[config.mk]
export PLATFORM = sky130hd
export DESIGN_NAME = mode7_param_sequencer_flat
export DESIGN_NICKNAME = d
export VERILOG_FILES = /design/src/rtl/mode7_pkg.sv /design/src/rtl/mode7_param_sequencer_if.sv /design/src/rtl/mode7_angle_step.sv /design/src/rtl/mode7_param_sequencer.sv /design/src/flat_wrapper.sv
export SDC_FILE = /design/constraint.sdc
export NUM_CORES = 1
export LEC_CHECK = 0
export ABC_AREA = 1
export CAP_MARGIN = 10
export CORE_AREA = 3 3 242 244
export DETAILED_ROUTE_END_ITERATION = 10
export DIE_AREA = 0 0 245 247
export PLACE_DENSITY = 0.67
export SLEW_MARGIN = 15
export SYNTH_ARGS = -nofsm -noshare
export SYNTH_HDL_FRONTEND = slang
export SYNTH_SLANG_ARGS = --single-unit
[constraint.sdc]
create_clock -name clk -period 15.8 [get_ports clk]
set_input_delay 3.16 -clock clk [delete_from_list [all_inputs] [get_ports clk]]
set_output_delay 3.16 -clock clk [all_outputs]
set_load 0.05 [all_outputs]
[src/rtl/mode7_pkg.sv]
// Shared definitions for the Mode 7 parameter path: slot indices, parameter
// width, reset defaults, the 360-degree wrap constant and the sequencer
// state encoding. Imported by the sequencer, its handshake interface and the
// angle step adder (which the input front end also reuses).
package mode7_pkg;

  localparam int PARAM_W    = 24;  // 16.8 fixed point
  localparam int NUM_PARAMS = 9;
  localparam int SEL_W      = 4;

  localparam logic [SEL_W-1:0] SEL_OFFSETX  = 4'd0;
  localparam logic [SEL_W-1:0] SEL_OFFSETY  = 4'd1;
  localparam logic [SEL_W-1:0] SEL_ORIGINX  = 4'd2;
  localparam logic [SEL_W-1:0] SEL_ORIGINY  = 4'd3;
  localparam logic [SEL_W-1:0] SEL_TEXTUREW = 4'd4;
  localparam logic [SEL_W-1:0] SEL_TEXTUREH = 4'd5;
  localparam logic [SEL_W-1:0] SEL_SCALEX   = 4'd6;
  localparam logic [SEL_W-1:0] SEL_SCALEY   = 4'd7;
  localparam logic [SEL_W-1:0] SEL_ANGLE    = 4'd8;

  localparam logic [PARAM_W-1:0] RST_ZERO    = 24'h000000;
  localparam logic [PARAM_W-1:0] RST_TEXTURE = 24'h004000;  // 64.0
  localparam logic [PARAM_W-1:0] RST_SCALE   = 24'h000100;  // 1.0

  // 360.0 degrees in 16.8, held in the 25-bit signed width of the wrap adder
  localparam logic signed [PARAM_W:0] ANGLE_WRAP_FX = 25'sd92160;

  typedef enum logic [1:0] {
    IDLE   = 2'd0,
    WRITE  = 2'd1,
    COMMIT = 2'd2,
    ANIM   = 2'd3
  } seq_state_t;

  function automatic logic [PARAM_W-1:0] param_reset_value(input int unsigned idx);
    case (idx)
      4, 5:    return RST_TEXTURE;
      6, 7:    return RST_SCALE;
      default: return RST_ZERO;
    endcase
  endfunction

endpackage

[src/rtl/mode7_param_sequencer_if.sv]
// Parameter write handshake between the user-input front end (master) and
// the parameter sequencer (slave).
//   wr_req  : request, held by the master until wr_ack
//   wr_sel  : slot index (0..8 valid)
//   wr_data : 16.8 value for the slot
//   wr_ack  : one-cycle acknowledge
//   wr_err  : one-cycle pulse with wr_ack for an out-of-range slot
interface mode7_param_sequencer_if;
  import mode7_pkg::*;

  logic               wr_req;
  logic [SEL_W-1:0]   wr_sel;
  logic [PARAM_W-1:0] wr_data;
  logic               wr_ack;
  logic               wr_err;

  modport master (output wr_req, output wr_sel, output wr_data,
                  input  wr_ack, input  wr_err);
  modport slave  (input  wr_req, input  wr_sel, input  wr_data,
                  output wr_ack, output wr_err);
endinterface

[src/rtl/mode7_angle_step.sv]
// Combinational angle step with wrap into [0, 360) degrees.
//   angle     : current angle, 16.8, assumed in [0, 92160)
//   step      : signed 8.8 degrees, |step| < 128 degrees
//   angle_new : angle + step folded back into [0, 92160)
module mode7_angle_step
  import mode7_pkg::*;
(
  input  logic [PARAM_W-1:0] angle,
  input  logic signed [15:0] step,
  output logic [PARAM_W-1:0] angle_new
);

  // One correction is enough because the step magnitude is well under 360.
  function automatic logic [PARAM_W-1:0] wrap_angle(input logic signed [PARAM_W:0] sum);
    logic signed [PARAM_W:0] fixed;
    fixed = sum;
    if (sum[PARAM_W]) begin
      fixed = sum + ANGLE_WRAP_FX;
    end else if (sum >= ANGLE_WRAP_FX) begin
      fixed = sum - ANGLE_WRAP_FX;
    end
    return fixed[PARAM_W-1:0];
  endfunction

  logic signed [PARAM_W:0] angle_ext;
  logic signed [PARAM_W:0] step_ext;
  logic signed [PARAM_W:0] sum;

  // Both operands carry 8 fractional bits, so sign extension aligns them.
  assign angle_ext = $signed({1'b0, angle});
  assign step_ext  = $signed({{(PARAM_W+1-16){step[15]}}, step});
  assign sum       = angle_ext + step_ext;
  assign angle_new = wrap_angle(sum);

endmodule

[src/rtl/mode7_param_sequencer.sv]
// Frame-synchronous parameter sequencer for the Mode 7 transform.
// Writes land in a shadow bank; the whole bank is copied to the active set at
// the start of vertical blanking so a frame never mixes parameter sets.
// Optionally steps the active angle once per frame.
//   clk, reset          : clock, asynchronous active-high reset
//   p_tick, pixel_y     : pixel enable and scan line from the VGA timing
//   wr                  : parameter write handshake (slave side)
//   anim_en, anim_step  : per-frame angle stepping control, step in 8.8 deg
//   offsetx..angle      : active parameter set, 16.8
//   commit              : one-cycle pulse when the active set changes
//   frame_count         : number of vblank commits since reset, wraps
module mode7_param_sequencer
  import mode7_pkg::*;
#(
  parameter int VBLANK_LINE = 480
) (
  input  logic                     clk,
  input  logic                     reset,
  input  logic                     p_tick,
  input  logic [9:0]               pixel_y,
  mode7_param_sequencer_if.slave   wr,
  input  logic                     anim_en,
  input  logic signed [15:0]       anim_step,
  output logic [PARAM_W-1:0]       offsetx,
  output logic [PARAM_W-1:0]       offsety,
  output logic [PARAM_W-1:0]       originx,
  output logic [PARAM_W-1:0]       originy,
  output logic [PARAM_W-1:0]       texturew,
  output logic [PARAM_W-1:0]       textureh,
  output logic [PARAM_W-1:0]       scalex,
  output logic [PARAM_W-1:0]       scaley,
  output logic [PARAM_W-1:0]       angle,
  output logic                     commit,
  output logic [15:0]              frame_count
);

  localparam logic [9:0] VB_LINE = 10'(VBLANK_LINE);

  seq_state_t         state_q, state_d;
  logic               vb, vb_q, vb_rise, frame_evt_q;
  logic               do_write, do_commit, do_anim, sel_bad;
  logic               wr_ack_q, wr_err_q, commit_q;
  logic [15:0]        frame_count_q;
  logic [PARAM_W-1:0] shadow_q [NUM_PARAMS];
  logic [PARAM_W-1:0] active_q [NUM_PARAMS];
  logic [PARAM_W-1:0] angle_next;

  // vb_q resets high so leaving reset inside vblank does not fake an entry.
  assign vb      = (pixel_y >= VB_LINE);
  assign vb_rise = p_tick & vb & ~vb_q;
  assign sel_bad = (wr.wr_sel >= SEL_W'(NUM_PARAMS));

  always_ff @(posedge clk or posedge reset) begin
    if (reset) begin
      vb_q        <= 1'b1;
      frame_evt_q <= 1'b0;
    end else begin
      if (p_tick) begin
        vb_q <= vb;
      end
      frame_evt_q <= vb_rise | (frame_evt_q & ~do_commit);
    end
  end

  always_ff @(posedge clk or posedge reset) begin
    if (reset) begin
      state_q <= IDLE;
    end else begin
      state_q <= state_d;
    end
  end

  // A pending frame event beats a pending write so the commit stays inside
  // vblank; the stalled write simply keeps wr_req high.
  always_comb begin
    state_d   = state_q;
    do_write  = 1'b0;
    do_commit = 1'b0;
    do_anim   = 1'b0;
    case (state_q)
      IDLE: begin
        if (frame_evt_q) begin
          state_d = COMMIT;
        end else if (wr.wr_req) begin
          state_d  = WRITE;
          do_write = 1'b1;
        end
      end
      WRITE: begin
        state_d = IDLE;
      end
      COMMIT: begin
        do_commit = 1'b1;
        state_d   = anim_en ? ANIM : IDLE;
      end
      ANIM: begin
        do_anim = 1'b1;
        state_d = IDLE;
      end
      default: state_d = IDLE;
    endcase
  end

  mode7_angle_step u_angle_step (
    .angle     (active_q[SEL_ANGLE]),
    .step      (anim_step),
    .angle_new (angle_next)
  );

  // Handshake and frame bookkeeping; the ack is raised on the same edge that
  // stores the data, so it is high for the one cycle spent in WRITE.
  always_ff @(posedge clk or posedge reset) begin
    if (reset) begin
      wr_ack_q      <= 1'b0;
      wr_err_q      <= 1'b0;
      commit_q      <= 1'b0;
      frame_count_q <= 16'd0;
    end else begin
      wr_ack_q <= do_write;
      wr_err_q <= do_write & sel_bad;
      commit_q <= do_commit;
      if (do_commit) begin
        frame_count_q <= frame_count_q + 16'd1;
      end
    end
  end

  // Shadow and active banks. The animated angle is written to both banks so
  // the next commit carries it forward instead of reverting it.
  always_ff @(posedge clk or posedge reset) begin
    if (reset) begin
      for (int i = 0; i < NUM_PARAMS; i++) begin
        shadow_q[i] <= param_reset_value(i);
        active_q[i] <= param_reset_value(i);
      end
    end else begin
      if (do_write && !sel_bad) begin
        for (int i = 0; i < NUM_PARAMS; i++) begin
          if (wr.wr_sel == SEL_W'(i)) begin
            shadow_q[i] <= wr.wr_data;
          end
        end
      end
      if (do_commit) begin
        for (int i = 0; i < NUM_PARAMS; i++) begin
          active_q[i] <= shadow_q[i];
        end
      end
      if (do_anim) begin
        active_q[SEL_ANGLE] <= angle_next;
        shadow_q[SEL_ANGLE] <= angle_next;
      end
    end
  end

  assign wr.wr_ack   = wr_ack_q;
  assign wr.wr_err   = wr_err_q;
  assign commit      = commit_q;
  assign frame_count = frame_count_q;
  assign offsetx     = active_q[SEL_OFFSETX];
  assign offsety     = active_q[SEL_OFFSETY];
  assign originx     = active_q[SEL_ORIGINX];
  assign originy     = active_q[SEL_ORIGINY];
  assign texturew    = active_q[SEL_TEXTUREW];
  assign textureh    = active_q[SEL_TEXTUREH];
  assign scalex      = active_q[SEL_SCALEX];
  assign scaley      = active_q[SEL_SCALEY];
  assign angle       = active_q[SEL_ANGLE];

endmodule

[src/flat_wrapper.sv]
// flat-port wrapper written by rule: the top's interface ports become plain ports
module mode7_param_sequencer_flat import mode7_pkg::*;
#(
  parameter int VBLANK_LINE = 480
)
  (clk, reset, p_tick, pixel_y, anim_en, anim_step, offsetx, offsety, originx, originy, texturew, textureh, scalex, scaley, angle, commit, frame_count, wr_wr_req, wr_wr_sel, wr_wr_data, wr_wr_ack, wr_wr_err);
  mode7_param_sequencer_if wr_i ();
  input  logic clk;
  input  logic reset;
  input  logic p_tick;
  input  logic [9:0] pixel_y;
  input  logic anim_en;
  input  logic signed [15:0] anim_step;
  output logic [PARAM_W-1:0] offsetx;
  output logic [PARAM_W-1:0] offsety;
  output logic [PARAM_W-1:0] originx;
  output logic [PARAM_W-1:0] originy;
  output logic [PARAM_W-1:0] texturew;
  output logic [PARAM_W-1:0] textureh;
  output logic [PARAM_W-1:0] scalex;
  output logic [PARAM_W-1:0] scaley;
  output logic [PARAM_W-1:0] angle;
  output logic commit;
  output logic [15:0] frame_count;
  input wire logic [$bits(wr_i.wr_req)-1:0] wr_wr_req;
  input wire logic [$bits(wr_i.wr_sel)-1:0] wr_wr_sel;
  input wire logic [$bits(wr_i.wr_data)-1:0] wr_wr_data;
  output wire logic [$bits(wr_i.wr_ack)-1:0] wr_wr_ack;
  output wire logic [$bits(wr_i.wr_err)-1:0] wr_wr_err;
  assign wr_i.wr_req = wr_wr_req;
  assign wr_i.wr_sel = wr_wr_sel;
  assign wr_i.wr_data = wr_wr_data;
  assign wr_wr_ack = wr_i.wr_ack;
  assign wr_wr_err = wr_i.wr_err;
  mode7_param_sequencer #(.VBLANK_LINE(VBLANK_LINE)) u_core (.clk(clk), .reset(reset), .p_tick(p_tick), .pixel_y(pixel_y), .wr(wr_i), .anim_en(anim_en), .anim_step(anim_step), .offsetx(offsetx), .offsety(offsety), .originx(originx), .originy(originy), .texturew(texturew), .textureh(textureh), .scalex(scalex), .scaley(scaley), .angle(angle), .commit(commit), .frame_count(frame_count));
endmodule
==> flow_summary.yaml, run 1 <==
outcome:
  status: "finished clean"
synth:
  yosys_warnings: 0
  mappedNetlistNets: 2447
  syn_avg_cell_area_um2: 8.35
  synthFlopType: "dfrtp_1"
  syn_inst: 2360
  synth.distinct_cells: 41
  synth_edf_count: 0
  synth_area_mm2: 0.0197
  ys_async_sr_fraction_pct: 100
  synth-seq-cells: 455
  synth.yosys.seq_area_share_pct: 57.8
sta:
  hold_violations: 0
  fmax_mhz: 161
  skew_ns: 0.0205
  fin_hold_ws_ns: 0.467
  final-setup-viol-count: 0
  min_period_over_period_pct: 39.4
  relSlewSlack_pct: 30.6
  period_needed_ns: 6.22
  rsz0062_at_grt: "false"
  setup_tns_ns: 0
  maxSlewViolCount: 0
  worstMarginPinSlew_ns: 1.04
clock_network:
  cts_root_buf: "clkbuf_16"
  numCtsBuffers: 49
  post_cts_buffers: 0
  tritoncts: "built"
  cts_sinks: 455
  hold_buffers: 0
  h-tree-depth: 2
  cts_buffer_depth: 3
  clk_latency_ns: 0.60
  cts_resized: 0
  path_clk_slew_ns: 0.06
power:
  power_density_mw_per_mm2: 239
  leakage_nw: 12.5
  vdd_drop_max_v: 0.000133
layout:
  post-route-util_pct: 44.2
  syn_to_final_growth_pct: 26.9
  n_fill_cell: 5498
  layout_common_cells: "nand2_1 (1,076), dfrtp_1 (446), clkdlybuf4s50_1 (288), o21ai_0 (224), inv_1 (144)"
  layout_commonest_cell: "nand2_1"
  finalNetCount: 2703
  final_layout_size_suffix_gt1_share_pct: 5.76
critical_path:
  regToRegSetupSlack_ns: 11.36
  critPathLaunchType: "input port"
  required_ns: 16.31
  endpoint_kind: "flop"
  critPathTopFamily: "simple AND/OR/NAND/NOR gates"
  worst-setup-path-type: "input port to flop"
  cp.arrival_ns: 6.73
  crit_top_cell: "nand3_1"
  cpMaxStageDelayCell: "fa_1"
  slowest_delay_ns: 0.47
  path_cells: "clkdlybuf4s50_1 > ha_1 > fa_1 > nand3_1 > nand3_1 > nand3_1 > nand3_1 > nand2_1 > nand2_1 > inv_1 > ha_1 > inv_1 > nand3_1 > o21ai_2 > nor2_4 > nand2_4 > nand3_2 > nand2_1 > nand2_1 > nand3_1 > a21oi_1"
  crit_fanout: 7
  path_buf_inv: 3
die:
  die_w_um: 245
  ios: 294
  start_util_pct: 34.9
  die_h_um: 247
  core_region_area_mm2: 0.0565
  die-area_mm2: 0.0605
  row_count: 87
placed_design:
  place.gp.congestion: 0.920
  portBuffers: 288
  dp_hpwl_um: 41000
detailed_routing:
  vias_per_cell: 4.81
  drt-total-wl_um: 61000
  vias: 16400
  post_drt_wl_per_cell_um: 17.9
  ant_nets: 0
  route.detailed.drc: 0
  dr.pass1.iters: 5
  drtIter0Drc: 1259
run:
  max-cap-violations: 0
grt:
  globalRouteTotalUtil_pct: 20.0
  grt_pass1_vias: 15900
  overflow: 0
  antenna_found_initial: 9
  grt_max_degree: 202
  grt_pass1_wl_um: 93300
min_path:
  hold_class: "flop to flop"
## power breakdown
part           switching [mW]  internal (mW)
logic                    1.99          0.865
registers               0.318           1.62
clock network           0.486          0.709
total                    2.79           3.19
## layout make-up
type	instances	area [µm²]	share of cell area, %
Multi-Input combinational cell	1654	7370	29.5
Sequential cell	455	11400	45.6
Inverter	157	598	2.39
Antenna cell	1	2.50	0.0100
Clock buffer	76	1470	5.87
Tap cell	756	946	3.78
Timing Repair Buffer	299	2990	12.0
Clock inverter	13	224	0.896
## routing by layer
| layer | share of wire (%) | wire length [µm] | global-route usage, % | up-vias |
|---|---|---|---|---|
| met3 | 7.4 | 4490 | 5.32 | 98 |
| met4 | 2.4 | 1480 | 5.18 | 8 |
| met2 | 45 | 27700 | 32.2 | 486 |
| met5 | 0.093 | 57 | 0 | - |
| met1 | 45 | 27200 | 27.0 | 7890 |
| li1 | - | - | - | 7910 |
## cells in the mapped netlist, types with 2 or more instances
master | n | area share [%]
a21oi_1 | 40 | 1.0
a21oi_2 | 3 | 0.13
a31oi_1 | 2 | 0.063
buf_1 | 9 | 0.17
buf_2 | 4 | 0.10
clkbuf_1 | 81 | 1.5
clkinv_1 | 2 | 0.038
dfrtp_1 | 446 | 57
dfstp_2 | 9 | 1.2
ha_1 | 27 | 1.7
inv_1 | 145 | 2.8
inv_2 | 10 | 0.19
nand2_1 | 1078 | 21
nand2_2 | 13 | 0.41
nand3_1 | 71 | 1.8
nand3_2 | 6 | 0.30
nand3b_1 | 2 | 0.076
nand4_1 | 14 | 0.44
nor2_1 | 86 | 1.6
nor2_2 | 10 | 0.32
nor2_4 | 3 | 0.17
nor3_1 | 16 | 0.41
o211ai_1 | 11 | 0.42
o21ai_0 | 224 | 5.7
o21ai_1 | 2 | 0.051
o21bai_1 | 2 | 0.076
o221ai_1 | 3 | 0.13
o22ai_1 | 2 | 0.063
or2_2 | 2 | 0.063
xnor2_1 | 5 | 0.22
xor2_1 | 22 | 0.98
## state kept, by name, summed over array words and instances, names as in the netlist
name and flops:
u_core.state_q 2, u_core.vb_q 1, u_core.frame_count 16, u_core.angle 24, u_core.texturew 24, u_core.scaley 24, u_core.originx 24, u_core.offsety 24
u_core.shadow_q 216, u_core.wr.wr_err 1, u_core.textureh 24, u_core.scalex 24, u_core.originy 24, u_core.frame_evt_q 1, u_core.wr.wr_ack 1, u_core.commit 1
u_core.offsetx 24
## cell families (layout without fill, tap and decap cells)
kind of cell | Yosys count | count (layout) | synth area share (%)
buf+inv | 251 | 545 | 4.81
other cells | 0 | 1 | 0
simple gates | 1305 | 1305 | 26.4
fa+ha+maj | 28 | 28 | 1.82
xor+xnor | 28 | 28 | 1.28
compound gates | 293 | 293 | 7.86
flops | 455 | 455 | 57.8
## final timing paths
path                                     start              endpoint  depth (start not counted)
hold reg to reg            u_core.texturew[14]   u_core.texturew[14]                          2
max in group asynchronous                reset   u_core.shadow_q[81]                          4
min in group asynchronous                reset  u_core.shadow_q[161]                          2
setup reg to reg             u_core.state_q[1]    u_core.originy[19]                          7
hold / removal             u_core.texturew[14]   u_core.texturew[14]                          2
setup / recovery                  anim_step[0]      u_core.angle[16]                         21
## tightest hold or removal path, cell delays in order (launching register included)
cell and delay, ns:
dfstp_2 0.37, nand2_1 0.06, nand2_1 0.04
## through the flow
stage	setup slack [ns]	std cells	instance area, µm²	power [mW]
floorplan	6.49	2360	19700	3.84
global route	9.30	3410	25000	6.37
finish	9.58	3411	25000	5.98
global placement	9.07	3321	23300	4.76
CTS	9.64	3410	25000	6.03
detailed placement	9.02	3321	23300	4.81
Power figures use the tool's default switching activity.
==> run 2: changes to the inputs <==
--- a/config.mk
+++ b/config.mk
@@ -10,7 +10,7 @@
 export CORE_AREA = 3 3 242 244
 export DETAILED_ROUTE_END_ITERATION = 10
 export DIE_AREA = 0 0 245 247
-export PLACE_DENSITY = 0.67
+export PLACE_DENSITY = 0.65
 export SLEW_MARGIN = 15
 export SYNTH_ARGS = -nofsm -noshare
 export SYNTH_HDL_FRONTEND = slang
==> constraint.sdc (replaced) <==
create_clock -name clk -period 5.75 [get_ports clk]
set_input_delay 1.15 -clock clk [delete_from_list [all_inputs] [get_ports clk]]
set_output_delay 1.15 -clock clk [all_outputs]
set_load 0.05 [all_outputs]
==> run 2 against run 1 <==
- sequential power grew to 2.7 times the previous value
- worst hold slack about the same
- global-route usage increased by 0.19 points
- critical path depth decreased by 2
- clock skew up 0.0058 ns
- via count rose by 0.45%
- largest power group unchanged
- clock power rose to 2.8 times the previous value
- cell area is 0.24% higher
- flip-flop and latch count did not move
- non-clock buffer count grew 4
- first-iteration DRC count up 8.2%
- register-to-register slack lost 9.4 ns
==> flow_summary.yaml, run 2 (synthesis gave the netlist of run 1 again) <==
power:
  power_density_mw_per_mm2: 657
  vdd_drop_max_v: 0.000498
  leakage_nw: 12.5
detailed_routing:
  dr.pass1.iters: 8
  post_drt_wl_per_cell_um: 18.0
  ant_nets: 0
  vias_per_cell: 4.81
  drtIter0Drc: 1362
  route.detailed.drc: 0
  vias: 16500
  drt-total-wl_um: 61500
die:
  ios: 294
  row_count: 87
  die_h_um: 247
  die_w_um: 245
  die-area_mm2: 0.0605
  core_region_area_mm2: 0.0565
  start_util_pct: 34.9
critical_path:
  crit_fanout: 7
  worst-setup-path-type: "input port to flop"
  cp.arrival_ns: 4.62
  endpoint_kind: "flop"
  critPathLaunchType: "input port"
  required_ns: 6.24
sta:
  worstMarginPinSlew_ns: 1.09
  min_period_over_period_pct: 71.9
  setup_ws_ns: 1.62
  period_needed_ns: 4.13
  maxSlewViolCount: 0
  fmax_mhz: 242
  hold_violations: 0
  relSlewSlack_pct: 27.5
  final-setup-viol-count: 0
  skew_ns: 0.0263
  rsz0062_at_grt: "false"
layout:
  finalNetCount: 2706
  top_register: "u_core.shadow_q"
  layout_common_cells: "nand2_1 (1,077), dfrtp_1 (446), clkdlybuf4s50_1 (288), o21ai_0 (224), inv_1 (144)"
  syn_to_final_growth_pct: 27.2
  layout_commonest_cell: "nand2_1"
  fin_cells: 3420
  final_layout_size_suffix_gt1_share_pct: 5.95
  largest_reg_flops: 216
grt:
  grt-busiest-layer: "met2"
  met3_usage_pct: 4.12
  globalRouteTotalUtil_pct: 20.2
  grt_pass1_vias: 15800
  grtUsageMet2_pct: 32.2
  antenna_found_initial: 8
  grt_pass1_wl_um: 94300
  grt_max_degree: 200
  overflow: 0
  use_met1_pct: 28.0
clock_network:
  hold_buffers: 0
  path_clk_slew_ns: 0.06
  tritoncts: "built"
  clk_latency_ns: 0.59
  cts_root_buf: "clkbuf_16"
  h-tree-depth: 2
  cts_sinks: 455
  cts_resized: 0
  numCtsBuffers: 48
  post_cts_buffers: 0
  cts_buffer_depth: 3
placed_design:
  dp_hpwl_um: 41200
  place.gp.congestion: 0.911
  portBuffers: 288
  place_ws_ns: 1.07
  place_inst: 3325
run:
  max-cap-violations: 0
outcome:
  status: "finished clean"
min_path:
  hold_class: "flop to flop"
run 2: path summary, 6_finish.rpt:
check / from / to / slack, ns / cells past startpoint
worst max-delay path: anim_step[0] / u_core.angle[23] / 1.62 / 19
worst min-delay path: u_core.scalex[8] / u_core.scalex[8] / 0.47 / 2
worst max register to register: u_core.state_q[1] / u_core.shadow_q[5] / 1.99 / 5
worst min register to register: u_core.scalex[8] / u_core.scalex[8] / 0.47 / 2
max in group asynchronous: reset / u_core.scaley[15] / 3.37 / 3
min in group asynchronous: reset / u_core.originx[18] / 1.17 / 2
run 2: cell type report:
| cell class | instances | area [µm²] |
|---|---|---|
| tap | 756 | 946 |
| inverter | 157 | 598 |
| fill | 5490 | 31400 |
| clock inverter | 19 | 294 |
| antenna | 7 | 17.5 |
| sequential | 455 | 11400 |
| timing repair buffer | 303 | 3030 |
| multi-input combinational | 1654 | 7370 |
| clock buffer | 69 | 1400 |
run 2: worst max-delay path, cell delays in order:
cell and delay, ns:
clkdlybuf4s50_1 0.42, ha_1 0.26, fa_1 0.47, nand3_1 0.12, nand3_1 0.16, nand3_1 0.15, nand4_1 0.09, nand2_1 0.21
inv_1 0.14, ha_1 0.24, inv_1 0.13, nand3_1 0.11, o21ai_2 0.13, nor2_4 0.10, a21oi_4 0.25, nand2_1 0.09
nand2_1 0.13, nand2_1 0.09, a21oi_1 0.17
run 2: where the power goes:
| part | internal, mW | switching, mW | total, mW |
|---|---|---|---|
| Clock | 1.97 | 1.30 | 3.28 |
| Sequential | 4.44 | 0.852 | 5.29 |
| Combinational | 2.38 | 5.51 | 7.90 |
run 2: stage by stage:
stage	hold slack, ns	util (%)	TNS, ns	total power [mW]	cell area [µm²]
detailed placement	0.457	41.3	0	13.2	23300
floorplan	0.448	-	-690.28	10.5	19700
global route	0.482	44.3	0	17.5	25000
finish	0.468	44.4	0	16.5	25100
CTS	0.468	44.3	0	16.6	25000
global placement	0.454	41.3	0	13.1	23300
run 2: per-layer routing:
layer	part of all wire, %	vias up
met1	44	7944
met5	0.021	-
li1	-	7945
met3	7.3	86
met2	46	489
met4	2.5	2
==> RTL change 1, RTL diff (config.mk and constraints of run 1) <==
Put one more register stage on the output `frame_count`, cleared by the reset. The value now appears one clock later. The other outputs are not delayed to match.
--- a/src/rtl/mode7_param_sequencer.sv
+++ b/src/rtl/mode7_param_sequencer.sv
@@ -156,7 +156,13 @@
   assign wr.wr_ack   = wr_ack_q;
   assign wr.wr_err   = wr_err_q;
   assign commit      = commit_q;
-  assign frame_count = frame_count_q;
+  always_ff @(posedge clk or posedge reset) begin
+    if (reset) begin
+      frame_count <= '0;
+    end else begin
+      frame_count <= frame_count_q;
+    end
+  end
   assign offsetx     = active_q[SEL_OFFSETX];
   assign offsety     = active_q[SEL_OFFSETY];
   assign originx     = active_q[SEL_ORIGINX];
Formal check against the unedited RTL: not equivalent (a bounded check fails within 10 cycles, from zero or initial values and one cycle with reset high).
==> RTL change 1 against run 1 <==
Wire length up 0.63%. Cell area up 2.4%. Critical path depth down 3. Synthesized area up 2.2%. Sequential cell count up 16. Power up 2.2%. Worst hold slack worse by 0.069 ns. Worst setup slack worse by 0.22 ns. First-iteration DRC count down 6.1%. Critical endpoint is now u_core.shadow_q[17]. Highest routed layer unchanged.
==> RTL change 1: results (changes against run 1) <==
metric,value,unit,change
status,completed,,unchanged
Worst Setup EP,u_core.shadow_q[17],,was u_core.angle[16]
Hold Startpoint,u_core.frame_count_q[6],,was u_core.texturew[14]
Fmax,0.1553,GHz,was 0.1607 GHz
Cells after DPL,3345,,was 3321
critical path startpoint,anim_step[0],,unchanged
synthesized net count,2468,,was 2447
max FFs per register,216,,unchanged
sequential share of power,32.4,%,was 32.3%
Placement Cell Area,23760,sq um,was 23300 sq um
Synth top cells by count,"nand2_1 (1075), dfrtp_1 (462), o21ai_0 (224)",,"was nand2_1 (1078), dfrtp_1 (446), o21ai_0 (224)"
Initial DRC Count,1182,,was 1259
worst hold path endpoint,u_core.frame_count[6],,was u_core.texturew[14]
worst relative slew slack,22.28,%,was 30.60%
"Async S/R FF share, synth",100.0,%,unchanged
first-pass GRT wire length,95140,um,was 93340 um
sequential-to-total area share from yosys stat,58.56,%,was 57.85%
router iterations before antenna repair,6,,was 5
clk_skew,0.01027,ns,was 0.02046 ns
post-DP HPWL,41690,um,was 41040 um
"delay-heaviest family, CP",simple AND/OR/NAND/NOR gates,,unchanged
wire per inst,17.82,um,was 17.88 um
GRT met2 Usage,33.54,%,was 32.19%
"worst slack, placed",8.831,ns,was 9.015 ns
worst r2r dst,u_core.frame_count_q[14],,was u_core.originy[19]
hold_ws,0.3981,ns,was 0.4672 ns
Synth area leaders,"dfrtp_1 (57%), nand2_1 (20%), o21ai_0 (5.6%)",,"was dfrtp_1 (57%), nand2_1 (21%), o21ai_0 (5.7%)"
TritonCTS Buffers,50,,was 49
worst-path fanout max,11,,was 7
Via density,4.847,,was 4.806
largest net degree at the start of global routing,130,,was 202
NumNets Final,2728,,was 2703
XOR/XNOR share of the synthesized area,1.298,%,was 1.283%
CP arrival,6.94,ns,was 6.73 ns
share of layout cells above drive strength 1,6.043,%,was 5.765%
Gate Count Post-Synth,2381,,was 2360
met1 GRT Util,27.78,%,was 27.02%
clock group share of total power,20.8,%,was 20.0%
M3 GR Usage,3.090,%,was 5.324%
GPL Wtd Cong,0.8817,,was 0.9200
Internal,0.003312,W,was 0.003189 W
"CTS clk-pin slew, worst paths",0.06,ns,about the same
VDD IR-drop max,0.1624,mV,was 0.1333 mV
Leakage,12.84,nW,was 12.48 nW
Clock Path Buffers,3,,unchanged
adder and majority cell fraction of the synthesized area,1.776,%,was 1.816%
synth unique cells,44,,was 41
vias in the first global route,16320,,was 15880
gr usage total,20.27,%,was 20.04%
hold depth,0,,was 2
Worst R2R Path Depth,14,,was 7
Synth Area in Compound Gates,7.639,%,was 7.862%
P_comb,0.00286,W,was 0.00285 W
RTL change 1: cell types whose count changed in the layout (fill, tap and decap cells not counted), sizes merged, moves of 3 or more:
| cell | change |
|---|---|
| clkinv | +3 |
| clkbuf | -3 |
| diode | +5 |
| buf | +7 |
| bufinv | +3 |
| nand2 | -4 |
| inv | +6 |
| dfrtp | +16 |
| nand4 | +4 |
| nor3 | -7 |
RTL change 1: metal layers:
metal	share of wire, %	vias to the layer above	wire length [um]
li1	-	7990	-
met1	45	8109	27430
met2	47	488	29020
met3	5.3	98	3266
met4	2.7	2	1635
met5	0.021	-	13
RTL change 1: final cells by class:
cell class	count	area [sq um]
antenna	6	15.01
clock buffer	73	1510
clock inverter	19	316.6
fill	5397	30900
inverter	163	620.6
multi-input combinational	1649	7376
sequential	471	11800
tap	756	945.9
timing repair buffer	306	3018
==> RTL change 2, RTL diff (config.mk and constraints of run 1) <==
Without the edit above. `VBLANK_LINE` is set to 480 in 2 places; all go to 360.
--- a/src/rtl/mode7_param_sequencer.sv
+++ b/src/rtl/mode7_param_sequencer.sv
@@ -12,7 +12,7 @@
 module mode7_param_sequencer
   import mode7_pkg::*;
 #(
-  parameter int VBLANK_LINE = 480
+  parameter int VBLANK_LINE = 360
 ) (
   input  logic                     clk,
   input  logic                     reset,
--- a/src/flat_wrapper.sv
+++ b/src/flat_wrapper.sv
@@ -1,7 +1,7 @@
 // flat-port wrapper written by rule: the top's interface ports become plain ports
 module mode7_param_sequencer_flat import mode7_pkg::*;
 #(
-  parameter int VBLANK_LINE = 480
+  parameter int VBLANK_LINE = 360
 )
   (clk, reset, p_tick, pixel_y, anim_en, anim_step, offsetx, offsety, originx, originy, texturew, textureh, scalex, scaley, angle, commit, frame_count, wr_wr_req, wr_wr_sel, wr_wr_data, wr_wr_ack, wr_wr_err);
   mode7_param_sequencer_if wr_i ();
Behaviour: not the same (Yosys sat finds a counterexample within 4 cycles, from zero or initial values and one cycle with reset high).
==> RTL change 2 against run 1 <==
Sequential cell count is the same. Highest routed layer is now met4. Critical endpoint is now u_core.angle[23]. Worst setup slack lost 0.12 ns. Non-clock buffer count grew 8. Synthesized area grew 0.37%. Power shrank 0.99%. Largest cell class unchanged. Wire length grew 0.36%. Cell area is essentially flat.
==> RTL change 2: results (changes against run 1) <==
metric,value,unit,change
status,completed,,unchanged
"CTS clk-pin slew, worst paths",0.07,ns,
Reg-to-Reg Start,u_core.angle[0],,was u_core.state_q[1]
clk_lat worst skew,0.58,ns,was 0.60 ns
sequential-to-total area share from yosys stat,57.63,%,was 57.85%
diodes inserted,3,,was 1
Worst R2R Path Depth,18,,was 7
CP arrival,6.86,ns,was 6.73 ns
non-clk buf share,12.18,%,was 11.96%
GPL Wtd Cong,0.8814,,was 0.9200
clock buffers,69,,was 76
CTS Root Cell,clkbuf_16,,unchanged
post-DP HPWL,41960,um,was 41040 um
NumNets Final,2702,,was 2703
largest net degree at the start of global routing,186,,was 202
share of layout cells above drive strength 1,6.149,%,was 5.765%
worst relative slew slack,31.80,%,was 30.60%
"worst slack, placed",8.890,ns,was 9.015 ns
Fmax,0.1576,GHz,was 0.1607 GHz
sequential share of cell area,45.61,%,was 45.59%
TritonCTS Buffers,47,,was 49
Routed Wire Length,61200,um,was 60980 um
class of the tightest hold or removal check,reg2reg,,unchanged
clk cell area share,6.269,%,was 6.767%
gr usage total,20.16,%,was 20.04%
invs w/o clock,160,,was 157
Leakage,12.45,nW,was 12.48 nW
adder and majority cell fraction of the synthesized area,1.810,%,was 1.816%
synthesized net count,2445,,was 2447
Placement Cell Area,23410,sq um,was 23300 sq um
average cell area after synthesis,8.386,sq um,was 8.349 sq um
Synth Area in Compound Gates,8.004,%,was 7.862%
Synth area leaders,"dfrtp_1 (56%), nand2_1 (20%), o21ai_0 (5.7%)",,"was dfrtp_1 (57%), nand2_1 (21%), o21ai_0 (5.7%)"
first-pass GRT wire length,94500,um,was 93340 um
Multi-input gate area,7418,sq um,was 7373 sq um
Filler cells,5454,,was 5498
Cells after DPL,3322,,was 3321
worst r2r dst,u_core.angle[23],,was u_core.originy[19]
initial antenna violation count,2,,was 9
R2R setup slack,12.08,ns,was 11.36 ns
"Buffers, non-clock",307,,was 299
I/O Buffers,290,,was 288
## RTL change 2: changes by cell type after synthesis, moves of 3 or more
cell / before / now
nand2_1: 1078 / 1052
clkbuf_1: 81 / 94
buf_1: 9 / 0
inv_1: 145 / 153
nor3_1: 16 / 8
inv_2: 10 / 4
nand4_1: 14 / 19
nand2_2: 13 / 17
a21oi_1: 40 / 43
o221ai_1: 3 / 6
or2_2: 2 / 5
xnor2_1: 5 / 8
xor2_1: 22 / 19
## RTL change 2: worst min path at each step
stage | from | to | slack [ns] | depth (start not counted)
finish | u_core.texturew[14] | u_core.texturew[14] | 0.46 | 2
global route | u_core.shadow_q[56] | u_core.scalex[8] | 0.48 | 2
CTS | u_core.texturew[14] | u_core.texturew[14] | 0.47 | 2
detailed placement | u_core.shadow_q[159] | u_core.originx[15] | 0.46 | 2
global placement | u_core.offsety[16] | u_core.offsety[16] | 0.46 | 2
floorplan | u_core.shadow_q[56] | u_core.scalex[8] | 0.45 | 2
## RTL change 2: power by group
group | total, W | internal [W] | switching [W]
registers | 0.00192 | 0.00161 | 0.000302
clock network | 0.00112 | 0.000654 | 0.000470
logic | 0.00288 | 0.000872 | 0.00201
total | 0.00592 | 0.00314 | 0.00278
## RTL change 2: worst max-delay path, cell delays in order
cell and delay [ns]:
clkdlybuf4s50_1 0.43, ha_1 0.27, fa_1 0.46, nand3_1 0.12, nand3_1 0.20, nand3_1 0.17, nand4_1 0.08, nand2_1 0.24
inv_1 0.16, ha_1 0.23, inv_1 0.18, nand3_2 0.13, o21ai_2 0.14, nor2_4 0.11, a21oi_4 0.25, nand2_1 0.08
nand2_1 0.13, nand2_1 0.12, a21oi_1 0.19
## RTL change 2: per-layer routing
layer,track usage [%],part of all wire [%]
met1,28.10,46
met2,32.92,46
met3,2.646,5.4
met4,6.148,2.5
met5,0,0
